<file path="src/rtl/vga_scroll_pkg.sv">
// Shared enums for the two-axis scrolling pattern engine.
package vga_scroll_pkg;

   typedef enum logic [1:0] {
      PAUSE    = 2'b00,
      CONSTANT = 2'b01,
      BOUNCE   = 2'b10,
      HOME     = 2'b11
   } mode_t;

   typedef enum logic [1:0] {
      STRIPES  = 2'b00,
      CHECKER  = 2'b01,
      GRADIENT = 2'b10,
      SOLID    = 2'b11
   } pattern_t;

   typedef enum logic {
      UP   = 1'b0,
      DOWN = 1'b1
   } dir_t;

endpackage

</file>
<file path="src/rtl/scroll_axis.sv">
// One scroll axis: signed speed with bounce FSM plus wrapping offset accumulator,
// all state advancing only on the frame tick.
module scroll_axis
   import vga_scroll_pkg::*;
#(
   parameter int COORD_W = 10,
   parameter int SPEED_W = 8,
   parameter int MAX     = 20,
   parameter int MIN     = -10
) (
   input  logic                      clk,
   input  logic                      rst_n,
   input  logic                      tick,
   input  mode_t                     mode,
   output logic [COORD_W-1:0]        offset_o,
   output logic signed [SPEED_W-1:0] speed_o
);

   localparam logic signed [SPEED_W-1:0] MAX_S = SPEED_W'(MAX);
   localparam logic signed [SPEED_W-1:0] MIN_S = SPEED_W'(MIN);
   localparam logic signed [SPEED_W-1:0] ONE   = SPEED_W'(1);

   dir_t                      dir_q, dir_d;
   logic signed [SPEED_W-1:0] spd_q, spd_d;
   logic [COORD_W-1:0]        off_q, off_d;
   logic [COORD_W-1:0]        spd_ext;

   assign spd_ext = COORD_W'(spd_q);

   always_ff @(posedge clk or negedge rst_n) begin
      if (!rst_n) begin
         dir_q <= UP;
         spd_q <= '0;
         off_q <= '0;
      end else begin
         dir_q <= dir_d;
         spd_q <= spd_d;
         off_q <= off_d;
      end
   end

   always_comb begin
      dir_d = dir_q;
      spd_d = spd_q;
      off_d = off_q;
      if (tick) begin
         case (mode)
            PAUSE: ;
            CONSTANT: off_d = off_q + spd_ext;
            BOUNCE: begin
               off_d = off_q + spd_ext;
               // Out-of-range speeds walk back toward the legal window first.
               if (spd_q > MAX_S) begin
                  spd_d = spd_q - ONE;
                  dir_d = DOWN;
               end else if (spd_q < MIN_S) begin
                  spd_d = spd_q + ONE;
                  dir_d = UP;
               end else if (dir_q == UP) begin
                  if (spd_q == MAX_S) begin
                     dir_d = DOWN;
                     spd_d = MAX_S - ONE;
                  end else begin
                     spd_d = spd_q + ONE;
                  end
               end else begin
                  if (spd_q == MIN_S) begin
                     dir_d = UP;
                     spd_d = MIN_S + ONE;
                  end else begin
                     spd_d = spd_q - ONE;
                  end
               end
            end
            HOME: begin
               off_d = '0;
               spd_d = '0;
               dir_d = UP;
            end
            default: ;
         endcase
      end
   end

   assign offset_o = off_q;
   assign speed_o  = spd_q;

endmodule

</file>
<file path="src/rtl/vga_scroll_engine.sv">
// Two-axis scrolling pattern engine: vsync edge detect, per-axis scroll state,
// pattern mux and registered colour/sync outputs.
module vga_scroll_engine
   import vga_scroll_pkg::*;
#(
   parameter int COORD_W = 10,
   parameter int SPEED_W = 8,
   parameter int X_MAX   = 20,
   parameter int X_MIN   = -10,
   parameter int Y_MAX   = 4,
   parameter int Y_MIN   = -4
) (
   input  logic                      clk,
   input  logic                      rst_n,
   input  logic                      hsync,
   input  logic                      vsync,
   input  logic                      display_on,
   input  logic [COORD_W-1:0]        pix_x,
   input  logic [COORD_W-1:0]        pix_y,
   input  logic [1:0]                mode,
   input  logic [1:0]                pattern_sel,
   output logic [1:0]                R,
   output logic [1:0]                G,
   output logic [1:0]                B,
   output logic                      hsync_o,
   output logic                      vsync_o,
   output logic                      frame_tick,
   output logic [COORD_W-1:0]        offset_x,
   output logic [COORD_W-1:0]        offset_y,
   output logic signed [SPEED_W-1:0] speed_x,
   output logic signed [SPEED_W-1:0] speed_y
);

   logic               vsync_q, hsync_q;
   logic [1:0]         r_q, g_q, b_q;
   logic [1:0]         r_d, g_d, b_d;
   logic [COORD_W-1:0] mx, my;
   logic               pix_unused;
   mode_t              mode_e;
   pattern_t           pat_e;

   assign mode_e = mode_t'(mode);
   assign pat_e  = pattern_t'(pattern_sel);

   // vsync_q doubles as the delayed vsync output; resetting it high blocks a
   // tick when reset releases with vsync already asserted.
   assign frame_tick = vsync & ~vsync_q;

   scroll_axis #(
      .COORD_W (COORD_W),
      .SPEED_W (SPEED_W),
      .MAX     (X_MAX),
      .MIN     (X_MIN)
   ) u_axis_x (
      .clk      (clk),
      .rst_n    (rst_n),
      .tick     (frame_tick),
      .mode     (mode_e),
      .offset_o (offset_x),
      .speed_o  (speed_x)
   );

   scroll_axis #(
      .COORD_W (COORD_W),
      .SPEED_W (SPEED_W),
      .MAX     (Y_MAX),
      .MIN     (Y_MIN)
   ) u_axis_y (
      .clk      (clk),
      .rst_n    (rst_n),
      .tick     (frame_tick),
      .mode     (mode_e),
      .offset_o (offset_y),
      .speed_o  (speed_y)
   );

   assign mx         = pix_x + offset_x;
   assign my         = pix_y + offset_y;
   assign pix_unused = ^{mx, my};

   always_comb begin
      r_d = '0;
      g_d = '0;
      b_d = '0;
      if (display_on) begin
         case (pat_e)
            STRIPES: begin
               r_d = {mx[5], my[2]};
               g_d = {mx[6], my[2]};
               b_d = {mx[7], my[5]};
            end
            CHECKER: begin
               r_d = {2{mx[5] ^ my[5]}};
               g_d = {2{mx[5] ^ my[5]}};
               b_d = {2{mx[5] ^ my[5]}};
            end
            GRADIENT: begin
               r_d = mx[7:6];
               g_d = my[7:6];
               b_d = {mx[8] ^ my[8], 1'b0};
            end
            SOLID: begin
               r_d = 2'b01;
               g_d = 2'b01;
               b_d = 2'b01;
            end
            default: ;
         endcase
      end
   end

   always_ff @(posedge clk or negedge rst_n) begin
      if (!rst_n) begin
         vsync_q <= 1'b1;
         hsync_q <= 1'b1;
         r_q     <= '0;
         g_q     <= '0;
         b_q     <= '0;
      end else begin
         vsync_q <= vsync;
         hsync_q <= hsync;
         r_q     <= r_d;
         g_q     <= g_d;
         b_q     <= b_d;
      end
   end

   assign R       = r_q;
   assign G       = g_q;
   assign B       = b_q;
   assign hsync_o = hsync_q;
   assign vsync_o = vsync_q;

endmodule

</file>
<file path="config.mk">
export PLATFORM = sky130hd
export DESIGN_NAME = vga_scroll_engine
export DESIGN_NICKNAME = d
export VERILOG_FILES = /design/src/rtl/vga_scroll_pkg.sv /design/src/rtl/scroll_axis.sv /design/src/rtl/vga_scroll_engine.sv
export SDC_FILE = /design/constraint.sdc
export NUM_CORES = 1
export LEC_CHECK = 0
export ABC_AREA = 1
export BUFFER_PORTS_ARGS = -buffer_cell sky130_fd_sc_hd__buf_4
export CAP_MARGIN = 10
export CORE_AREA = 2 2 82 124
export CTS_CLUSTER_SIZE = 12
export DETAILED_ROUTE_END_ITERATION = 16
export DIE_AREA = 0 0 84 126
export PLACE_DENSITY = 0.69
export SYNTH_ARGS = -nofsm -noshare
export SYNTH_HDL_FRONTEND = slang
export SYNTH_SLANG_ARGS = --single-unit
</file>
<file path="constraint.sdc">
create_clock -name clk -period 2.3 [get_ports clk]
set_input_delay 0.46 -clock clk [delete_from_list [all_inputs] [get_ports clk]]
set_output_delay 0.46 -clock clk [all_outputs]
set_load 0.03 [all_outputs]
</file>
-- After elaboration in Yosys (flattened, before gate mapping)
Index checks and enable logic that the tools add are counted.
- flip-flop bits (word level): 46
- bits in latches: 0
- bits in writable memories: 0
- memory bits (read-only): 0
- bits of input ports: 29
- output and inout port bits: 45
- logic and storage cells: 75
- memories: 0
- add/sub/neg operators: 8
- multipliers: 0
- div/mod/pow operators: 0
- magnitude comparators: 4
- equal/unequal tests: 10
- shift-type cells: 0
- multiplexer cells: 32
- bitwise logic cells: 4
- reduce and logical (&&, ||, !) cells: 6
- operator list (kind ; count):
    8-bit two-way mux ; 10
    10-bit case mux with 2 select lines ; 2
    8-bit case mux with 2 select lines ; 2
    2-bit case mux with 4 select lines ; 3
    10-bit adder ; 2
    9-bit adder ; 2
    8-bit by 2-bit adder with 8-bit output (second input constant) ; 2
    8-bit by 2-bit subtractor with 8-bit output (second input constant) ; 2
    1-bit two-way mux ; 10
    2-bit == test (second input constant) ; 4
    8-bit by 3-bit == test with 1-bit output (second input constant) ; 1
    8-bit by 4-bit == test with 1-bit output (second input constant) ; 1
    8-bit by 5-bit == test with 1-bit output (second input constant) ; 1
    8-bit by 6-bit == test with 1-bit output (second input constant) ; 1
    8-bit by 4-bit > comparator with 1-bit output (second input constant) ; 1
    8-bit by 6-bit > comparator with 1-bit output (second input constant) ; 1
    8-bit by 3-bit < comparator with 1-bit output (second input constant) ; 1
    8-bit by 5-bit < comparator with 1-bit output (second input constant) ; 1
    2-bit two-way mux ; 3
    2-bit by 1-bit == test with 1-bit output (second input constant) ; 2
    1-bit case mux with 2 select lines ; 2
    2-bit AND reduction ; 2
    2-bit nonzero test ; 2
    2-bit logical NOT ; 1
    4 further kinds ; 5

-- Depth between registers and ports, before layout
Gate-level depths: netlist of the first run.
- depth in word-level cells: 6
- gate-level depth with buffers: 14
- gate-level depth less buffers: 14

-- Modules after synthesis
Synthesis of the first run repeated with hierarchy kept, for this count alone.
- cell total of the unflattened synthesis: 669
- area total of the unflattened synthesis: 4419.2 µm²
- modules (own cells, without submodules) (module ; times used ; cells each ; area each (µm²) ; sequential area each (µm²)):
    scroll_axis at u_axis_y ; 1 ; 251 ; 1680.4 ; 475.5
    scroll_axis at u_axis_x ; 1 ; 238 ; 1662.8 ; 475.5
    vga_scroll_engine ; 1 ; 180 ; 1076.0 ; 202.7

-- Least setup slack after synthesis of the first run
Ideal clock, no wire load.
- path type: reg-to-reg
- from: reg u_axis_y.spd_q[0], in the netlist u_axis_y.speed_o[0]
- to: reg u_axis_y.off_q[6], in the netlist u_axis_y.offset_o[6]
- library setup time: 0.128 ns
- arrival: 1.959 ns
- required time: 2.172 ns
- slack: 0.213 ns
- stages on the path, launching flop included: 10
- path buffers: 0
- period minus slack after synthesis: 2.087 ns
- cells stage by stage: dfrtp_1 -> ha_1 -> inv_1 -> fa_1 -> o21ai_0 -> nand2_1 -> a21oi_1 -> o21ai_0 -> nand2_1 -> o21ai_0
- cells in the longest elaborated chain, start to end: 2
- RTL lines (element ; RTL line ; text):
    start: declaration ; scroll_axis.sv:24 ; logic signed [SPEED_W-1:0] spd_q, spd_d;
    start signal: assignment ; scroll_axis.sv:37 ; spd_q <= spd_d;
    10-bit adder ; scroll_axis.sv:49, scroll_axis.sv:51 ;
    10-bit case mux with 2 select lines ; scroll_axis.sv:47 ; case (mode)
    end signal: assignment ; scroll_axis.sv:34 ; off_q <= '0;
    end signal: assignment ; scroll_axis.sv:38 ; off_q <= off_d;
    end: declaration ; scroll_axis.sv:25 ; logic [COORD_W-1:0] off_q, off_d;
No other way between the ends.
A chain may end at the register's enable or synchronous reset.

-- Worst setup path after layout of the first run
- from: reg u_axis_x.spd_q[0], in the netlist u_axis_x.speed_o[0]
- to: reg u_axis_x.off_q[6], in the netlist u_axis_x.offset_o[6]
- cells in the longest elaborated chain, start to end: 2
- RTL lines (element ; RTL line):
    start: declaration ; scroll_axis.sv:24
    start signal: assignment ; scroll_axis.sv:37
    10-bit adder ; scroll_axis.sv:49, scroll_axis.sv:51
    10-bit case mux with 2 select lines ; scroll_axis.sv:47
    end signal: assignment ; scroll_axis.sv:34
    end signal: assignment ; scroll_axis.sv:38
    end: declaration ; scroll_axis.sv:25
No other way between the ends.

==> results of run 1 <==
cell usage in the layout, fill, tap and decap left out, drive strengths merged, types with 2 or more instances in the layout:
cell type    n
nand2      193
buf         84
inv         74
o21ai       52
nor2        45
dfrtp       44
nand3       43
ha          38
a21oi       34
xor2        23
nand4       12
nor3        10
clkbuf       5
nand3b       4
o21bai       4
o22ai        3
o211ai       3
o21a         2
a22o         2
xnor2        2
a21o         2
fa           2
clkinv       2
dfstp        2
registers in the layout (all words and copies together) (netlist names):
| register | cells |
|---|---|
| u_axis_x.dir_q | 1 |
| u_axis_x.offset_o | 10 |
| u_axis_x.speed_o | 8 |
| u_axis_y.speed_o | 8 |
| u_axis_y.offset_o | 10 |
| G | 2 |
| hsync_o | 1 |
| B | 2 |
| u_axis_y.dir_q | 1 |
| R | 2 |
| vsync_o | 1 |
worst reg2reg max path, stage by stage (launching register included):
cell     delay, ns
dfrtp_1       0.35
ha_1          0.22
inv_1         0.10
fa_1          0.41
o21ai_0       0.33
nand2_1       0.11
a21oi_1       0.20
o21ai_0       0.10
nand2_1       0.06
o21ai_1       0.05
cell type report:
type                       instances  area (um^2)
sequential                        46         1154
timing repair buffer              84        630.6
clock buffer                       5        125.1
tap                              115        143.9
clock inverter                     3        40.04
multi-input combinational        479         2698
fill                             969         4456
inverter                          74        277.8
report_power, final:
| group | internal (mW) | switching, mW | total (mW) |
|---|---|---|---|
| clock | 0.509 | 0.316 | 0.825 |
| combinational | 1.77 | 3.00 | 4.78 |
| sequential | 1.12 | 0.463 | 1.58 |
metal layers:
layer / vias to the layer above / global-route usage, % / routed length [um] / share of wire, %
li1: 2155 / - / - / -
met1: 1962 / 23.37 / 4456 / 42
met2: 83 / 38.07 / 5702 / 53
met3: 20 / 2.621 / 328 / 3.1
met4: 0 / 7.590 / 236 / 2.2
met5: - / 0 / 0 / 0
path summary, 6_finish.rpt:
path / slack, ns / endpoint / from / cells after the start
min in group clk: 0.27 / hsync_o / hsync / 1
max reg2reg: 0.24 / u_axis_x.offset_o[6] / u_axis_x.speed_o[0] / 9
max in group asynchronous: 1.70 / u_axis_y.offset_o[3] / rst_n / 1
min: 0.18 / u_axis_x.offset_o[6] / rst_n / 1
min reg2reg: 0.54 / u_axis_x.offset_o[9] / u_axis_x.offset_o[9] / 2
max: 0.24 / u_axis_x.offset_o[6] / u_axis_x.speed_o[0] / 9
through the flow:
stage               instances  setup WS, ns  instance area (um^2)  total power, mW  hold slack, ns
floorplan                 606        0.2129                  4188            4.997          0.1644
global placement          798        0.2965                  4903            6.233          0.5082
detailed placement        798        0.2358                  4903            6.348          0.5256
CTS                       806        0.2131                  5069            7.209          0.2227
global route              806       0.02281                  5069            7.831          0.2401
finish                    806        0.2354                  5069            7.181          0.1849
logic make-up (layout without fill, tap and decap cells):
family,count (synthesis),count (layout),share of synthesized area [%]
adder cells (fa/ha/maj),40,40,12.31
AO/OA/AOI/OAI,106,106,14.73
XOR/XNOR,25,25,5.229
buffers and inverters,81,166,8.037
AND/OR/NAND/NOR,308,308,32.15
flip-flops,46,46,27.55
==> results.py, run 1 <==
metrics = {
    "routing": {
        "post_drt_via_cell_ratio": 5.236,
        "drc": 0,
        "drt_iter0_markers": 154,
        "avgRoutedWirePerCell_um": 13.31,
        "wl_mm": 10.72,
        "dr.pass1.iters": 8,
        "via_count": 4220,
        "antenna_left": 0,
    },
    "cts": {
        "clock_sinks": 46,
        "cts_tree": "built",
        "clk_pin_slew_worst_paths_ns": 0.06,
        "ctsHoldBuffers": 0,
        "post_cts_buffers": 0,
        "insertion_delay_ns": 0.29,
        "cts_max_level": 2,
        "ctsLongestPathBuffers": 2,
        "cts_buffers": 5,
        "cts-root-buf": "clkbuf_16",
        "post_cts_resized": 0,
    },
    "layout": {
        "nets": 759,
        "drive_above_1_share_pct": 17.95,
        "syn2layout_area_growth_pct": 21.03,
        "fin_util_pct": 53.22,
        "diodes": 0,
    },
    "floorplanning": {
        "io_pins": 74,
        "dieHeight_um": 126,
        "core_region_area_um2": 9524,
        "start_util_pct": 43.97,
        "rows": 44,
        "die_w_um": 84,
        "die_area_um2": 10580,
    },
    "place": {
        "io_buffer_count": 71,
        "gp_congestion": 0.8817,
        "dp_hpwl_mm": 8.515,
    },
    "yosys": {
        "synth-edff-count": 0,
        "synth_most_common_cell": "nand2_1",
        "synth_common_cells": "187 x nand2_1, 66 x inv_1, 44 x dfrtp_1",
        "synth_top_area_share_pct": 26.29,
        "synth_flop_cell": "dfrtp_1",
        "synth.distinct_cells": 43,
        "async_flop_share_pct": 100.0,
        "synthTopCellsByArea": "dfrtp_1 26%, nand2_1 17%, ha_1 11%, inv_1 5.9%, nand3_1 5.0%",
        "yosysWarnings": 0,
        "syn_inst": 606,
        "syn_area_um2": 4188,
        "ys_ff_latch": 46,
        "yosysSeqAreaShare_pct": 27.55,
        "synth_fp_nets": 675,
        "yosysTopAreaCell": "dfrtp_1",
        "synth_area_per_cell_um2": 6.911,
    },
    "sta": {
        "fin_setup_tns_ns": 0,
        "finalCritPeriodShare_pct": 89.76,
        "fin_skew_ns": 0.005941,
        "timing_hold_violations_final": 0,
        "fin_crit_ns": 2.065,
        "setup_viol": 0,
        "rsz0062_at_grt": "no",
        "maxSlewHeadroom_pct": 58.38,
        "worstMarginPinSlew_ns": 0.6243,
        "max_freq_ghz": 0.4844,
        "drv_slew": 0,
    },
    "worst_setup_path": {
        "crit_fanout": 3,
        "cp.required_ns": 2.47,
        "cpLargestDelayFamily": "compound AO/OA/AOI/OAI gates",
        "worst-setup-path-type": "reg2reg",
        "end_kind": "flip-flop",
        "cp.arrival_ns": 2.24,
        "worstSetupStartpointType": "flip-flop",
        "critical_path.max_stage_delay_ns": 0.41,
        "cp.buffers_inverters": 1,
        "crit_chain": "ha_1 -> inv_1 -> fa_1 -> o21ai_0 -> nand2_1 -> a21oi_1 -> o21ai_0 -> nand2_1 -> o21ai_1",
        "critical-path-slowest-cell": "fa_1",
    },
    "pwr": {
        "p_leak_nw": 2.722,
        "vdd_drop_max_mv": 0.5199,
        "power_density_nw_per_um2": 1417,
    },
    "global_route": {
        "track_usage_pct": 20.38,
        "grt_overflow_total": 0,
        "grt_pass1_vias": 4047,
        "antenna_found_initial": 0,
        "grt_pass1_wl_mm": 17.88,
        "grt_start_max_net_pins": 47,
    },
    "job": {
        "drv_cap": 0,
    },
    "outcome": {
        "status": "complete, no violations",
    },
    "worst_hold_path": {
        "min_path_type": "in2async",
    },
}
(Power assumes the default switching activity.)
==> run 2, diff against run 1 <==
--- a/config.mk
+++ b/config.mk
@@ -8,11 +8,12 @@
 export ABC_AREA = 1
 export BUFFER_PORTS_ARGS = -buffer_cell sky130_fd_sc_hd__buf_4
 export CAP_MARGIN = 10
-export CORE_AREA = 2 2 82 124
+export CORE_AREA = 2 2 84 127
 export CTS_CLUSTER_SIZE = 12
 export DETAILED_ROUTE_END_ITERATION = 16
-export DIE_AREA = 0 0 84 126
+export DIE_AREA = 0 0 86 129
 export PLACE_DENSITY = 0.69
 export SYNTH_ARGS = -nofsm -noshare
 export SYNTH_HDL_FRONTEND = slang
+export SYNTH_HIERARCHICAL = 1
 export SYNTH_SLANG_ARGS = --single-unit
==> results.py, run 2 <==
metrics = {
    "outcome": {
        "status": "complete, no violations",
    },
    "global_route": {
        "grt_start_max_net_pins": 47,
        "grt_pass1_wl_mm": 19.40,
        "grt_pass1_vias": 4442,
        "antenna_found_initial": 0,
        "track_usage_pct": 21.35,
        "grt_overflow_total": 0,
    },
    "yosys": {
        "yosysWarnings": 6,
        "async_flop_share_pct": 100.0,
        "synth-edff-count": 0,
        "synth_top_area_share_pct": 24.92,
        "syn_area_um2": 4419,
        "synth_area_per_cell_um2": 6.606,
        "synth_fp_nets": 738,
        "synth_flop_cell": "dfrtp_1",
        "ys_ff_latch": 46,
        "synth_common_cells": "233 x nand2_1, 70 x inv_1, 65 x nand3_1",
        "syn_inst": 669,
        "yosysSeqAreaShare_pct": 26.10,
        "yosysTopAreaCell": "dfrtp_1",
        "synthTopCellsByArea": "dfrtp_1 25%, nand2_1 20%, ha_1 11%, nand3_1 7.4%, inv_1 5.9%",
        "synth.distinct_cells": 40,
        "synth_most_common_cell": "nand2_1",
    },
    "cts": {
        "ctsLongestPathBuffers": 2,
        "cts_max_level": 2,
        "cts-root-buf": "clkbuf_16",
        "ctsHoldBuffers": 0,
        "cts_buffers": 5,
        "insertion_delay_ns": 0.29,
        "clk_pin_slew_worst_paths_ns": 0.07,
        "cts_tree": "built",
        "post_cts_buffers": 0,
        "post_cts_resized": 0,
        "clock_sinks": 46,
    },
    "layout": {
        "multiInputGateArea_um2": 2892,
        "fillers": 973,
        "final_cell_mix": "233 x nand2_1, 79 x buf_4, 70 x inv_1",
        "drive_above_1_share_pct": 16.71,
        "diodes": 0,
        "nets": 816,
        "syn2layout_area_growth_pct": 18.74,
        "final_common_cell": "nand2_1",
        "fin_util_pct": 52.66,
        "regArea_um2": 1154,
    },
    "worst_hold_path": {
        "min_path_type": "in2async",
    },
    "sta": {
        "setup_viol": 0,
        "worstMarginPinSlew_ns": 0.6078,
        "max_freq_ghz": 0.5043,
        "drv_slew": 0,
        "finalCritPeriodShare_pct": 86.21,
        "fin_skew_ns": 0.005283,
        "timing_hold_violations_final": 0,
        "fin_setup_tns_ns": 0,
        "rsz0062_at_grt": "no",
        "maxSlewHeadroom_pct": 59.48,
        "fin_crit_ns": 1.983,
    },
    "worst_setup_path": {
        "crit_path_start": "u_axis_y/speed_o[0]",
        "worst-setup-path-type": "reg2reg",
        "critical-path-slowest-cell": "dfrtp_1",
        "reg2reg_depth": 10,
        "cp.required_ns": 2.50,
        "worstSetupStartpointType": "flip-flop",
        "crit_chain": "ha_1 -> inv_1 -> fa_1 -> inv_1 -> nand3_1 -> nand2_1 -> nand4_1 -> nand3_1 -> nand2_1 -> o21ai_0",
        "cp.arrival_ns": 2.18,
        "timing.rr.start": "u_axis_y/speed_o[0]",
        "end_kind": "flip-flop",
        "reg2reg_to": "u_axis_y/offset_o[8]",
        "cp.buffers_inverters": 2,
        "critical_path.max_stage_delay_ns": 0.44,
        "cpLargestDelayFamily": "adder cells",
        "r2r_slack_ns": 0.32,
        "crit_fanout": 5,
    },
    "pwr": {
        "p_leak_nw": 2.940,
        "power_density_nw_per_um2": 1389,
        "vdd_drop_max_mv": 0.5975,
        "finalPower_mw": 7.287,
    },
    "floorplanning": {
        "io_pins": 74,
        "die_area_um2": 11090,
        "rows": 45,
        "start_util_pct": 44.34,
        "die_w_um": 86,
        "core_region_area_um2": 9966,
        "dieHeight_um": 129,
    },
    "place": {
        "io_buffer_count": 71,
        "gp_congestion": 0.8809,
        "dp_hpwl_mm": 9.007,
    },
    "routing": {
        "drt_iter0_markers": 244,
        "wl_mm": 11.59,
        "wl_met3_um": 421,
        "wl_met1_mm": 4.732,
        "top_layer_used": "met4",
        "via_count": 4572,
        "drc": 0,
        "avgRoutedWirePerCell_um": 13.39,
        "post_drt_via_cell_ratio": 5.286,
        "dr.pass1.iters": 6,
        "met2_length_mm": 6.135,
        "antenna_left": 0,
    },
    "job": {
        "drv_cap": 0,
    },
}
==> run 2: changes by cell type after synthesis, sizes merged, moves of 3 or more <==
cell    delta
nand3b     -3
o21ai     -21
xnor2      +5
nor3       -8
nand4      +6
a21oi      -3
clkinv     +3
nor2       +9
inv        +6
nand3     +26
nand2     +52
xor2       -7
==> run 2: where the power goes <==
part           total, mW  switching, mW  internal (mW)
combinational       4.90           3.08           1.82
clock              0.759          0.327          0.431
sequential          1.63          0.520           1.11
total               7.29           3.93           3.36
==> run 2: worst max-delay path by stage <==
stage / endpoint / depth (start not counted) / slack, ns
finish: u_axis_y/offset_o[8] / 10 / 0.32
global route: u_axis_y/offset_o[8] / 9 / 0.17
CTS: u_axis_y/offset_o[8] / 10 / 0.33
detailed placement: u_axis_y/offset_o[8] / 10 / 0.36
global placement: R[1] / 12 / 0.41
floorplan: u_axis_x/offset_o[0] / 6 / 0.34
==> run 2: layer usage <==
metal	GRT usage (%)	vias up
met4	7.376	0
met5	0	-
met2	41.31	106
met1	23.46	2116
li1	-	2329
met3	2.502	21
==> run 2: cell families (layout without fill, tap and decap cells) <==
| family | after synthesis | in the layout | share of synthesized area (%) |
|---|---|---|---|
| xor gates and xnor gates | 23 | 23 | 4.558 |
| AOI/OAI and AO/OA | 79 | 79 | 10.45 |
| and+or+nand+nor | 390 | 390 | 38.76 |
| DFF | 46 | 46 | 26.10 |
| adders and majority gates | 40 | 40 | 11.66 |
| buffers and inverters | 91 | 170 | 8.465 |
==> run 2: worst register-to-register path: cells and delay by family (launching register included) <==
kind	cells	cell delay, ns
AND/OR/NAND/NOR	5	0.48
adder cells (fa/ha/maj)	2	0.63
AO/OA/AOI/OAI	1	0.18
buffers and inverters	2	0.17
flip-flops	1	0.44
==> run 2: area by class of cell <==
| cell class | count | share of cell area (%) |
|---|---|---|
| clock buffers | 6 | 2.647 |
| inverters | 83 | 5.937 |
| repair buffers | 79 | 11.30 |
| well taps | 117 | 2.790 |
| clock inverters | 2 | 0.2384 |
| flip-flops and latches | 46 | 21.98 |
| multi-input cells | 532 | 55.10 |
==> run 2: per-stage QoR <==
stage                     setup WS, ns  instances  cell area (um^2)  hold WS (ns)
after global routing            0.1698        865              5248        0.2359
after detailed placement        0.3621        857              5096        0.5222
final                           0.3171        865              5248        0.1747
after floorplan                 0.3359        669              4419        0.1644
after CTS                       0.3307        865              5248        0.2044
after global placement          0.4055        857              5096        0.5138
==> run 3, diff against run 2 <==
--- a/config.mk
+++ b/config.mk
@@ -8,11 +8,12 @@
 export ABC_AREA = 1
 export BUFFER_PORTS_ARGS = -buffer_cell sky130_fd_sc_hd__buf_4
 export CAP_MARGIN = 10
-export CORE_AREA = 2 2 84 127
+export CORE_AREA = 2 2 112 168
 export CTS_CLUSTER_SIZE = 12
 export DETAILED_ROUTE_END_ITERATION = 16
-export DIE_AREA = 0 0 86 129
-export PLACE_DENSITY = 0.69
+export DIE_AREA = 0 0 114 170
+export GPL_TIMING_DRIVEN = 0
+export PLACE_DENSITY = 0.45
 export SYNTH_ARGS = -nofsm -noshare
 export SYNTH_HDL_FRONTEND = slang
 export SYNTH_HIERARCHICAL = 1
==> results.py, run 3 (synthesis results as in run 2) <==
metrics = {
    "worst_setup_path": {
        "r2r_slack_ns": 0.31,
        "timing.rr.start": "u_axis_y/offset_o[0]",
        "end_kind": "flip-flop",
        "worst-setup-path-type": "reg2reg",
        "critical-path-slowest-cell": "dfrtp_1",
        "reg2reg_depth": 10,
        "crit_fanout": 5,
        "worstSetupStartpointType": "flip-flop",
        "cp.required_ns": 2.51,
        "reg2reg_to": "u_axis_y/offset_o[8]",
        "cp.arrival_ns": 2.21,
        "critical_path.max_stage_delay_ns": 0.48,
        "crit_chain": "ha_1 -> inv_1 -> fa_1 -> inv_1 -> nand3_1 -> nand2_1 -> nand4_1 -> nand3_1 -> nand2_1 -> o21ai_0",
    },
    "cts": {
        "ctsLongestPathBuffers": 2,
        "cts_buffers": 5,
        "post_cts_resized": 0,
        "clock_sinks": 46,
        "cts_max_level": 2,
        "ctsHoldBuffers": 0,
        "post_cts_buffers": 0,
        "insertion_delay_ns": 0.29,
        "cts-root-buf": "clkbuf_16",
        "clk_pin_slew_worst_paths_ns": 0.07,
        "cts_tree": "built",
    },
    "floorplanning": {
        "die_w_um": 114,
        "io_pins": 74,
        "rows": 60,
        "core_region_area_um2": 17870,
        "dieHeight_um": 170,
        "die_area_um2": 19380,
        "start_util_pct": 24.73,
    },
    "routing": {
        "dr.pass1.iters": 6,
        "antenna_left": 0,
        "drt_iter0_markers": 172,
        "avgRoutedWirePerCell_um": 13.88,
        "via_count": 4428,
        "wl_mm": 13.38,
        "drc": 0,
        "post_drt_via_cell_ratio": 4.593,
    },
    "layout": {
        "syn2layout_area_growth_pct": 21.21,
        "nets": 816,
        "fillers": 2000,
        "multiInputGateArea_um2": 2892,
        "diodes": 0,
        "drive_above_1_share_pct": 16.33,
        "instances_no_fill": 964,
        "fin_area_um2": 5356,
        "final_cell_mix": "233 x nand2_1, 75 x buf_4, 70 x inv_1",
        "final_common_cell": "nand2_1",
        "regArea_um2": 1154,
    },
    "sta": {
        "fin_crit_ns": 1.995,
        "setup_viol": 0,
        "rsz0062_at_grt": "no",
        "maxSlewHeadroom_pct": 55.07,
        "max_freq_ghz": 0.5013,
        "timing_hold_violations_final": 0,
        "fin_setup_tns_ns": 0,
        "layout_setup_ws_ns": 0.3051,
        "finalCritPeriodShare_pct": 86.74,
        "worstMarginPinSlew_ns": 0.6740,
        "fin_skew_ns": 0.004862,
        "drv_slew": 0,
    },
    "outcome": {
        "status": "complete, no violations",
    },
    "place": {
        "io_buffer_count": 71,
        "gp_congestion": 0.8282,
        "placed_area_um2": 5224,
        "place_inst": 957,
        "post-place-ws_ns": 0.2295,
        "dp_hpwl_mm": 10.58,
    },
    "global_route": {
        "grt_start_max_net_pins": 47,
        "grt_pass1_vias": 4412,
        "grt_overflow_total": 0,
        "grt_pass1_wl_mm": 21.80,
        "antenna_found_initial": 0,
        "track_usage_pct": 14.18,
    },
    "worst_hold_path": {
        "min_path_type": "in2async",
    },
    "pwr": {
        "p_leak_nw": 2.933,
        "vdd_drop_max_mv": 0.3462,
        "finalPower_mw": 7.363,
        "power_density_nw_per_um2": 1375,
    },
    "job": {
        "drv_cap": 0,
    },
}
==> run 3: changes by cell type in the layout (fill, tap and decap cells not counted), sizes merged <==
| cell | previous run | this run |
|---|---|---|
| clkbuf | 6 | 7 |
| clkinvlp | 1 | 0 |
| clkinv | 4 | 3 |
==> run 3: per-layer routing <==
| layer | track usage, % | up-vias | part of all wire, % |
|---|---|---|---|
| met1 | 15.46 | 1993 | 41 |
| met5 | 0 | - | 0 |
| met4 | 5.620 | 0 | 3.0 |
| met3 | 1.994 | 24 | 3.2 |
| met2 | 27.07 | 81 | 53 |
| li1 | - | 2330 | - |
==> run 3: area by class of cell <==
type	count	area share, %
inverter	83	5.816
timing repair buffer	71	9.951
buffer	8	1.168
tap	217	5.069
clock buffer	7	2.476
multi-input combinational	532	53.98
sequential	46	21.54
==> run 3: how the worst max path moves through the flow <==
stage | startpoint | endpoint | cells after the start | slack [ns]
after floorplan | vsync | u_axis_x/offset_o[0] | 6 | 0.34
after global placement | vsync | u_axis_x/offset_o[0] | 7 | 0.21
after detailed placement | vsync | u_axis_x/offset_o[0] | 7 | 0.23
after CTS | u_axis_x/speed_o[0] | u_axis_x/offset_o[8] | 9 | 0.30
after global routing | u_axis_x/offset_o[0] | u_axis_x/offset_o[8] | 10 | 0.1
final | u_axis_y/offset_o[0] | u_axis_y/offset_o[8] | 10 | 0.31
==> run 3: where the power goes <==
part / internal (mW) / switching [mW] / total (mW) / leakage (nW)
Combinational: 1.85 / 3.19 / 5.04 / 2.27
Clock: 0.400 / 0.331 / 0.730 / 0.0640
Sequential: 1.11 / 0.482 / 1.59 / 0.597
Total: 3.36 / 4.00 / 7.36 / 2.93
==> run 3: through the flow <==
stage	hold WS, ns	util, %
5_1_grt	0.2580	29.98
3_3_place_gp	0.5228	29.24
6_report	0.1944	29.98
2_1_floorplan	0.1644	-
3_5_place_dp	0.5213	29.24
4_1_cts	0.2393	29.98
==> run 3: worst max-delay path: cells and delay by family, from the launching register on <==
family                   cells  cell delay, ns
flip-flops                   1            0.48
AND/OR/NAND/NOR              5            0.47
adder cells (fa/ha/maj)      2            0.66
AO/OA/AOI/OAI                1            0.14
buffers and inverters        2            0.16
